<file path="src/rtl/video_wr_queue.sv">
// video_wr_queue
//
// Purpose:
//   Takes CPU write cycles, which are asynchronous to the pixel clock, and
//   queues the ones that target video RAM. The queue drains into the text
//   or attribute RAM whenever the video timing frees a write slot.
//   WR and MREQ are synchronised with two flops each. A third history flop
//   on WR finds the falling edge of a write cycle.
//   Address decode (ADD[15:11]):
//     0xE000..0xE7FF -> attribute RAM (AWE)
//     0xE800..0xEFFF -> text RAM (VWE)
//   Any other address is ignored.
//
// Parameters:
//   DEPTH   number of queue entries (power of two, 2..16)
//
// Ports:
//   pixclk  in   single clock, rising edge
//   rst     in   asynchronous reset, active low
//   DIN     in   [7:0]  CPU data bus
//   ADD     in   [15:0] CPU address bus
//   WR      in   CPU write strobe, active low, asynchronous
//   MREQ    in   CPU memory request, active low, asynchronous
//   wslot   in   video RAM write ports are free this cycle
//   WADD    out  [10:0] video RAM write address
//   WDATA   out  [7:0]  video RAM write data
//   VWE     out  one-cycle text RAM write enable
//   AWE     out  one-cycle attribute RAM write enable
//   full    out  queue holds DEPTH entries
//   empty   out  queue holds no entries
//
// Optional feature (macro VWQ_OVF_EN):
//   ovf     out  sticky flag, set when a write is dropped because the queue is full
//   ovf_clr in   clears ovf; a drop on the same edge wins over the clear

module video_wr_queue #(
  parameter int DEPTH = 4
) (
  input  logic        pixclk,
  input  logic        rst,
  input  logic [7:0]  DIN,
  input  logic [15:0] ADD,
  input  logic        WR,
  input  logic        MREQ,
  input  logic        wslot,
  output logic [10:0] WADD,
  output logic [7:0]  WDATA,
  output logic        VWE,
  output logic        AWE,
  output logic        full,
  output logic        empty
`ifdef VWQ_OVF_EN
  ,
  output logic        ovf,
  input  logic        ovf_clr
`endif
);

  localparam int AW = $clog2(DEPTH);
  localparam int PW = AW + 1;

  // Entry layout: {is_text, address[10:0], data[7:0]}
  logic [19:0]   mem [DEPTH];
  logic [PW-1:0] wr_ptr;
  logic [PW-1:0] rd_ptr;
  logic [19:0]   head;

  logic wr_s1, wr_s2, wr_s3;
  logic mreq_s1, mreq_s2;

  logic detect;
  logic is_attr;
  logic is_text;
  logic push_req;
  logic push;
  logic pop;

  // The synchroniser flops reset to the idle (high) level of the strobes.
  // Then reset release does not look like the start of a write cycle.
  always_ff @(posedge pixclk or negedge rst) begin
    if (!rst) begin
      wr_s1   <= 1'b1;
      wr_s2   <= 1'b1;
      wr_s3   <= 1'b1;
      mreq_s1 <= 1'b1;
      mreq_s2 <= 1'b1;
    end else begin
      wr_s1   <= WR;
      wr_s2   <= wr_s1;
      wr_s3   <= wr_s2;
      mreq_s1 <= MREQ;
      mreq_s2 <= mreq_s1;
    end
  end

  // The falling edge of the synchronised WR, qualified by MREQ, marks the
  // single cycle in which the write is captured.
  assign detect   = ~wr_s2 & wr_s3 & ~mreq_s2;
  assign is_attr  = (ADD[15:11] == 5'b11100);
  assign is_text  = (ADD[15:11] == 5'b11101);
  assign push_req = detect & (is_attr | is_text);

  // The extra pointer bit tells a full queue from an empty one when the
  // index bits are equal.
  assign empty = (wr_ptr == rd_ptr);
  assign full  = (wr_ptr[AW] != rd_ptr[AW]) &&
                 (wr_ptr[AW-1:0] == rd_ptr[AW-1:0]);

  assign pop  = ~empty & wslot;
  // A pop on the same edge frees a slot, so a full queue can still accept a push.
  assign push = push_req & (~full | pop);

  assign head = mem[rd_ptr[AW-1:0]];

  // The storage needs no reset, because the pointers alone decide what is valid.
  always_ff @(posedge pixclk) begin
    if (push) begin
      mem[wr_ptr[AW-1:0]] <= {is_text, ADD[10:0], DIN};
    end
  end

  always_ff @(posedge pixclk or negedge rst) begin
    if (!rst) begin
      wr_ptr <= '0;
      rd_ptr <= '0;
    end else begin
      if (push) wr_ptr <= wr_ptr + 1'b1;
      if (pop)  rd_ptr <= rd_ptr + 1'b1;
    end
  end

  // The write port is registered. The enables last one cycle. WADD and WDATA
  // keep their last values until the next pop.
  always_ff @(posedge pixclk or negedge rst) begin
    if (!rst) begin
      WADD  <= '0;
      WDATA <= '0;
      VWE   <= 1'b0;
      AWE   <= 1'b0;
    end else if (pop) begin
      WADD  <= head[18:8];
      WDATA <= head[7:0];
      VWE   <= head[19];
      AWE   <= ~head[19];
    end else begin
      VWE   <= 1'b0;
      AWE   <= 1'b0;
    end
  end

`ifdef VWQ_OVF_EN
  logic drop;

  assign drop = push_req & full & ~pop;

  always_ff @(posedge pixclk or negedge rst) begin
    if (!rst) begin
      ovf <= 1'b0;
    end else if (drop) begin
      ovf <= 1'b1;
    end else if (ovf_clr) begin
      ovf <= 1'b0;
    end
  end
`endif

endmodule
</file>
<file path="config.mk">
export PLATFORM = sky130hd
export DESIGN_NAME = video_wr_queue
export DESIGN_NICKNAME = d
export VERILOG_FILES = /design/src/rtl/video_wr_queue.sv
export SDC_FILE = /design/constraint.sdc
export NUM_CORES = 1
export LEC_CHECK = 0
export ABC_AREA = 0
export BUFFER_PORTS_ARGS = -buffer_cell sky130_fd_sc_hd__clkbuf_2
export CAP_MARGIN = 10
export CORE_MARGIN = 5
export CORE_UTILIZATION = 57
export CTS_CLUSTER_DIAMETER = 120
export DETAILED_ROUTE_END_ITERATION = 10
export MAX_ROUTING_LAYER = met4
export PLACE_DENSITY = 0.78
export SYNTH_ARGS = -nofsm -noshare
export SYNTH_HDL_FRONTEND = slang
export SYNTH_SLANG_ARGS = --single-unit
</file>
<file path="constraint.sdc">
create_clock -name pixclk -period 2.2 [get_ports pixclk]
set_clock_uncertainty 0.15 [all_clocks]
set_input_delay 0.11 -clock pixclk [delete_from_list [all_inputs] [get_ports pixclk]]
set_output_delay 0.11 -clock pixclk [all_outputs]
set_load 0.01 [all_outputs]
</file>
After elaboration in Yosys (flattened, before gate mapping)
Memory sizes are Yosys's and may differ from the RTL's.
Index checks and enable logic that the tools add are counted.
{"block": "word_totals", "register_bits": 32, "ramBits": 80, "input_bits": 29, "out_inout_bits": 23, "elab_cells": 36, "n_memories": 1}
{"name": "mem", "depth": 4, "width": 20, "read_ports": 1, "rd_ports_with_merged_regs": 0, "wr": 1, "line_no": "63", "source": "logic [19:0] mem [DEPTH];"}
{"block": "classes", "addsub": 2, "n_eq_ne": 5, "n_mux": 4, "bitwise_logic": 12, "reduce_logical": 1}
{"cell": "equality test 5 bit, second input constant", "count": 2}
{"cell": "adder 3 x 1 -> 3 bit, second input constant", "count": 2}
{"cell": "bitwise AND 1 bit", "count": 5}
{"cell": "inverter 1 bit", "count": 5}
{"cell": "2-to-1 mux 1 bit", "count": 4}
{"cell": "equality test 3 bit", "count": 1}
{"cell": "equality test 2 bit", "count": 1}
{"cell": "OR 1 bit", "count": 2}
{"cell": "logical AND 1 bit", "count": 1}
{"cell": "!= test 1 bit", "count": 1}

Logic depth before layout (Yosys ltp)
Gate-level depths: netlist of run 1.
{"block": "logic_depth", "ltp_word": 7, "depth_mapped": 6, "depth_no_buf": 4}

Worst setup path before layout of run 1
No wires, ideal clock.
{"block": "synth_path", "path_kind": "reg-to-reg", "start": "register wr_ptr[2]", "end": "memory mem[0][0], enable pin", "setup_ps": 378, "t_arrival_ps": 1474, "required_ps": 1672, "path_slack_ps": 198, "path_stages_with_launch": 4, "path_buffers": 0, "period_less_slack_ps": 2002, "cell_sequence": "dfrtp_1 xnor2_1 o31a_1 and2_1"}
{"block": "synth_via", "elab_chain_len": 7, "elab_cells_between_ends": 10, "classes_between": "2 x eq/ne; 2 x mux; 5 x bitwise; 1 x reduce/logical"}
{"element": "start: declaration", "line_no": "64", "source": "logic [PW-1:0] wr_ptr;"}
{"element": "start signal: assignment", "line_no": "127", "source": "if (push) wr_ptr <= wr_ptr + 1'b1;"}
{"element": "equality test 3 bit or != test 1 bit (tied branches)", "line_no": "105, 106"}
{"element": "inverter 1 bit or logical AND 1 bit (tied branches)", "line_no": "109, 106"}
{"element": "bitwise AND 1 bit or inverter 1 bit (tied branches)", "line_no": "109, 111"}
{"element": "OR 1 bit (*)", "line_no": "111", "source": "assign push = push_req & (~full | pop);"}
{"element": "bitwise AND 1 bit (*)", "line_no": "111"}
{"element": "2-to-1 mux 1 bit (*)", "line_no": "117", "source": "if (push) begin"}
{"element": "2-to-1 mux 1 bit (not written as such) (*)", "line_no": "118", "source": "mem[wr_ptr[AW-1:0]] <= {is_text, ADD[10:0], DIN};"}
{"element": "end: declaration", "line_no": "63"}
Mark *: on every way between the ends. The rest lies on a longest branch, timed or not.

Final worst setup path of run 1
{"block": "layout_path", "start": "register wr_s3", "end": "memory mem[2][1], enable pin"}
{"block": "layout_via", "elab_chain_len": 6}
{"element": "start: declaration", "line_no": "68", "source": "logic wr_s1, wr_s2, wr_s3;"}
{"element": "start signal: assignment", "line_no": "90", "source": "wr_s3 <= wr_s2;"}
{"element": "bitwise AND 1 bit (2 in series)", "line_no": "98", "source": "assign detect = ~wr_s2 & wr_s3 & ~mreq_s2;"}
{"element": "bitwise AND 1 bit", "line_no": "101", "source": "assign push_req = detect & (is_attr | is_text);"}
{"element": "bitwise AND 1 bit", "line_no": "111"}
{"element": "2-to-1 mux 1 bit", "line_no": "117"}
{"element": "2-to-1 mux 1 bit (not written as such)", "line_no": "118"}
No other way between the ends.

==> results of run 1 <==
-- power by group through the flow --
stage               Sequential (mW)  Clock (mW)  Combinational (mW)
finish                         2.67        1.19                1.58
global route                   2.70        1.32                1.73
global placement               2.71           0                1.53
floorplan                      2.79           0                1.03
detailed placement             2.71           0                1.58
CTS                            2.67        1.21                1.62
-- Yosys cell counts --
cell type / n / share of area, %
nor2_1: 3 / 0.26
dfrtp_1: 27 / 16
clkbuf_1: 2 / 0.17
mux4_2: 6 / 3.1
o311a_1: 1 / 0.23
mux2_2: 3 / 0.78
edfxtp_1: 80 / 56
and2_1: 4 / 0.58
buf_12: 1 / 0.46
nand2_1: 1 / 0.087
buf_8: 1 / 0.35
and4bb_1: 1 / 0.29
and4b_1: 1 / 0.23
buf_6: 1 / 0.26
dfstp_2: 5 / 3.0
mux4_1: 14 / 8.5
ha_1: 5 / 1.4
and3_1: 1 / 0.14
xnor2_1: 5 / 1.0
mux2_1: 2 / 0.52
mux2_4: 16 / 5.6
inv_1: 5 / 0.43
xor2_1: 2 / 0.41
o31a_1: 1 / 0.20
buf_2: 2 / 0.23
nor2_2: 1 / 0.14
a31o_1: 1 / 0.20
-- area by class of cell --
cell class	count	share of cell area (%)
timing repair buffer	85	11.7
inverter	5	0.362
multi-input combinational	68	19.8
clock buffer	10	2.46
clock inverter	6	1.30
tap	99	2.39
sequential	112	62.0
-- flip-flops by register name (all words and copies together) (netlist names) --
register  flops
mem          80
WADD         11
WDATA         8
rd_ptr        3
wr_ptr        3
AWE           1
VWE           1
mreq_s1       1
mreq_s2       1
wr_s1         1
wr_s2         1
wr_s3         1
-- worst max-delay path: stages, from the launching register on --
cell and delay, ns:
dfstp_2 0.52, and4bb_1 0.23, o31a_1 0.24, and2_1 0.37, buf_12 0.21
-- worst max path at each step --
stage | cells after the start | end | start
2_1_floorplan | 3 | mem[0][0] | wr_ptr[2]
3_3_place_gp | 4 | mem[0][17] | wr_s3
3_5_place_dp | 4 | mem[0][14] | wr_s3
4_1_cts | 4 | mem[0][1] | wr_s3
5_1_grt | 4 | mem[0][6] | wr_s3
6_report | 4 | mem[2][1] | wr_s3
-- per-layer routing --
metal	wire length [um]	GRT usage (%)	vias up
met3	286	4.75	10
met1	2940	19.6	1040
met4	99	4.86	0
met5	0	-	-
met2	3610	26.9	44
li1	-	-	943
-- metrics by stage --
stage / hold slack (ns) / total power [mW]
after floorplan: -0.336 / 3.82
after global placement: 0.0500 / 4.24
after detailed placement: 0.0521 / 4.29
after CTS: 0.0666 / 5.50
after global routing: 0.119 / 5.74
final: 0.0743 / 5.44
-- cells by family (layout without fill, tap and decap cells) --
logic type	Yosys count	count (layout)
buffers and inverters	12	106
multiplexers	41	41
XOR/XNOR	7	7
AO/OA/AOI/OAI	3	3
adder cells (fa/ha/maj)	5	5
flip-flops	112	112
AND/OR/NAND/NOR	12	12
==> reports/qor.txt, run 1 <==
# DRC: 0
Fmax achieved: 500 MHz
Hold Path Sink: wr_ptr[0]
Worst-Skew Late Latency: 0.37 ns
Tmin final: 2.00 ns
Placed insts: 346
Die ar.: 0.00942 mm^2
Largest net degree at the start of global routing: 33
Hold Crit Start: wslot
Worst setup SP type: register
Final period utilization: 90.9%
Post-Syn Area: 0.00432 mm^2
Clock Path Buffers: 2
Grt total ovfl: 0
Multiplexer area fraction after synthesis: 18.5%
Post-synthesis compound-gate area fraction: 0.637%
Worst-path clk slew: 0.10 ns
RR Startpoint: wr_s3
Area growth, synth to finish: 19.9%
Post-DRT Antenna Nets: 0
Seq/Total Area, Yosys: 74.3%
Min-Delay Path Class: in -> reg
Outcome: finished clean
Num CTS Buffers: 9
Mapped Nets: 226
FF-to-FF path depth: 4
Pwr dens: 1050 mW/mm^2
Most common cell after layout, fill and taps aside: edfxtp_1
Largest family of logic cells by synthesized area: multiplexers
Postcts setup bufs: 0
Depth of the CTS H-tree: 3
Most frequent cells in the layout: edfxtp_1 (80), clkbuf_2 (51), dfrtp_1 (27), dlygate4sd3_1 (23), mux2_4 (16)
IO Port Bufs: 51
Final hold vios: 0
Worst-path maximum fanout: 15
Reg2Reg Setup Slack: 0.20 ns
CTS tree: built
Drt pass-1 iters: 4
GRT Total Usage: 16.3%
Syn Inst Count: 192
DR WL/cell: 18.0 um
Layout cells sized above 1: 37.8%
Worst Setup End Kind: register
Starting Density: 58.9%
Synth Register Bits: 112
Max_cap viols: 0
Sinks on Clock Net: 112
Post-Synth Simple-Gate Area: 1.74%
Antenna violations before repair: 0
Setup TNS: 0 ns
Crit path required time: 2.13 ns
Synth warn: 0
Avg Inst Size Synth: 22.5 um^2
CTS resizes: 0
Critical Path AT: 1.93 ns
Flop pwr share: 49.0%
Routability cong.: 0.713
Synth cell types: 27
Hold path cells: 3
Setup-failing EPs final: 0
DRT iter0 DRCs: 37
CTS hold repair buffers: 23
Synth Area in Adders: 1.45%
Multi-input gate area: 0.00103 mm^2
Vias post-DR: 2037
Comb power frac: 29.1%
Sw Share: 27.5%
Rows: 31
Worst rel slew slack: 43.9%
Routed vias/inst: 5.29
Via count of the first global-routing pass: 2203
Register area: 0.00321 mm^2
RSZ-0062 raised after global routing: false
Slew @ Worst Pin: 0.842 ns
Area after detailed placement: 0.00475 mm^2
Core Region: 0.00733 mm^2
P_int: 3.94 mW
WS Path Type: reg -> reg
Final Worst Setup Slack: 0.201 ns
Post-DP HPWL: 4.45 mm
Chip height: 97.0 um
Util after Layout: 70.6%
Final cell count without fillers: 385
Fillers: 444
Slew Viols, Final: 0
Clock share of power: 21.8%
Root buf cell: clkbuf_8
N_diodes: 0
DP Worst Slack: 0.201 ns
Leak pwr: 2.03 nW
Net switching power figure: 1.49 mW
VDD IR-drop max: 0.673 mV
First-pass GRT wire length: 11.4 mm
Final wirelength: 6.94 mm
XOR/XNOR Fraction of Synth Area: 1.42%
Die X: 97.0 um
Num ports: 52
Crit Reg-Reg Endpoint: mem[2][1]
Design Area, Final: 0.00518 mm^2
Nets: 315
Note: power is estimated with default switching activity, not from simulation.
==> run 2: changes to the inputs <==
--- a/config.mk
+++ b/config.mk
@@ -12,6 +12,7 @@
 export CORE_UTILIZATION = 57
 export CTS_CLUSTER_DIAMETER = 120
 export DETAILED_ROUTE_END_ITERATION = 10
+export GPL_TIMING_DRIVEN = 0
 export MAX_ROUTING_LAYER = met4
 export PLACE_DENSITY = 0.78
 export SYNTH_ARGS = -nofsm -noshare
==> reports/qor.txt, run 2 (synthesis gave the netlist of run 1 again) <==
Antenna violations before repair: 0
Worst-path clk slew: 0.09 ns
CP cell instances: xnor2_1, o31a_1, and2_2
Register area: 0.00321 mm^2
Area growth, synth to finish: 18.4%
Reg2Reg Setup Slack: 0.08 ns
Nets: 311
Die ar.: 0.00942 mm^2
Final period utilization: 96.3%
Rows: 31
Via count of the first global-routing pass: 2195
Setup-failing EPs final: 0
Chip height: 97.0 um
Max incr delay on CP: 0.55 ns
Pwr dens: 1050 mW/mm^2
Outcome: finished clean
Largest net degree at the start of global routing: 33
VDD IR-drop max: 0.494 mV
Final cell count without fillers: 381
Depth of the CTS H-tree: 3
Worst-path maximum fanout: 20
Sinks on Clock Net: 112
IO Port Bufs: 51
DRT iter0 DRCs: 46
Worst rel slew slack: 44.7%
FF-to-FF path depth: 3
Post-DRT Antenna Nets: 0
Cell family with most CP delay: simple AND/OR/NAND/NOR gates
Multi-input gate area: 0.00103 mm^2
Die X: 97.0 um
Setup TNS: 0 ns
Critical Path AT: 1.97 ns
Crit path required time: 2.05 ns
Fillers: 452
Core Region: 0.00733 mm^2
WS Path Type: reg -> reg
Hold Crit Start: wslot
Postcts setup bufs: 0
RR Startpoint: wr_ptr[2]
Starting Density: 58.9%
Most common cell after layout, fill and taps aside: edfxtp_1
Final Worst Setup Slack: 0.0817 ns
Worst-Skew Late Latency: 0.36 ns
Leak pwr: 2.00 nW
Min-Delay Path Class: in -> reg
RSZ-0062 raised after global routing: true
Root buf cell: clkbuf_8
Worst setup SP type: register
Hold path cells: 3
Layout cells sized above 1: 37.6%
Placed insts: 342
CTS tree: built
Most frequent cells in the layout: edfxtp_1 (80), clkbuf_2 (51), dfrtp_1 (27), dlygate4sd3_1 (23), mux2_4 (16)
Grt total ovfl: 0
Fmax achieved: 472 MHz
Routability cong.: 0.708
Tmin final: 2.12 ns
N_diodes: 0
DR WL/cell: 17.7 um
Slew Viols, Final: 0
Final wirelength: 6.74 mm
Num ports: 52
Max_cap viols: 0
Drt pass-1 iters: 4
Total power: 5.35 mW
Area after detailed placement: 0.00470 mm^2
Clock Path Buffers: 2
# DRC: 0
WP buf/inv: 0
Routed vias/inst: 5.34
First-pass GRT wire length: 11.3 mm
Design Area, Final: 0.00511 mm^2
Hold Path Sink: wr_ptr[0]
Worst path depth: 3
Final hold vios: 0
Worst path slowest cell: and2_2
Max reg flops: 80
Num CTS Buffers: 9
Slew @ Worst Pin: 0.830 ns
Post-DP HPWL: 4.19 mm
GRT Total Usage: 16.2%
Crit Reg-Reg Endpoint: mem[1][9]
Vias post-DR: 2033
Worst Setup End Kind: register
DP Worst Slack: -0.303 ns
run 2: cell types whose count changed in the layout (fill, tap and decap cells not counted), moves of 2 or more:
cell / before / now
and2_1: 4 / 1
buf_4: 8 / 0
buf_2: 0 / 2
buf_12: 3 / 1
and2_2: 0 / 2
run 2: per-stage QoR:
stage                     utilization (%)  hold slack, ns
after global routing                 69.7          0.0874
after global placement               64.1          0.0569
after floorplan                         -          -0.336
final                                69.7          0.0669
after detailed placement             64.1          0.0493
after CTS                            69.7          0.0546
run 2: worst max path at each step:
stage                 end       from
2_1_floorplan   mem[0][0]  wr_ptr[2]
3_3_place_gp   mem[0][14]  wr_ptr[2]
3_5_place_dp   mem[2][14]  wr_ptr[2]
4_1_cts        mem[2][12]  wr_ptr[2]
5_1_grt        mem[1][12]  wr_ptr[2]
6_report        mem[1][9]  wr_ptr[2]
run 2: tightest hold or removal path: cells and delay by family:
| family | cells | cell delay [ns] |
|---|---|---|
| AO/OA/AOI/OAI | 1 | 0.23 |
| buffers and inverters | 1 | 0.11 |
| XOR/XNOR | 1 | 0.09 |
run 2: routing by layer:
layer	track usage, %	part of all wire, %	routed length (um)
met1	19.6	43	2880
met2	26.5	51	3470
met3	4.24	4.2	284
met4	5.62	1.6	106
met5	-	0	0
run 2: where the power goes:
part	total, mW	leakage [nW]	switching [mW]	internal (mW)
clock	1.11	0.0867	0.662	0.446
sequential	2.69	1.09	0.176	2.51
combinational	1.56	0.820	0.657	0.902
total	5.35	2.00	1.50	3.86
run 2: layout make-up:
cell class | instances | share of cell area, %
sequential | 112 | 62.8
buffer | 7 | 1.25
clock buffer | 10 | 2.69
multi-input combinational | 68 | 20.2
clock inverter | 6 | 0.808
timing repair buffer | 74 | 9.50
tap | 99 | 2.42
inverter | 5 | 0.367
run 2: timing repair:
action	in CTS	in global routing
hold buffers	23	0
gates resized for setup	4	1
setup endpoints to repair	81	60
hold endpoints to repair	109	0
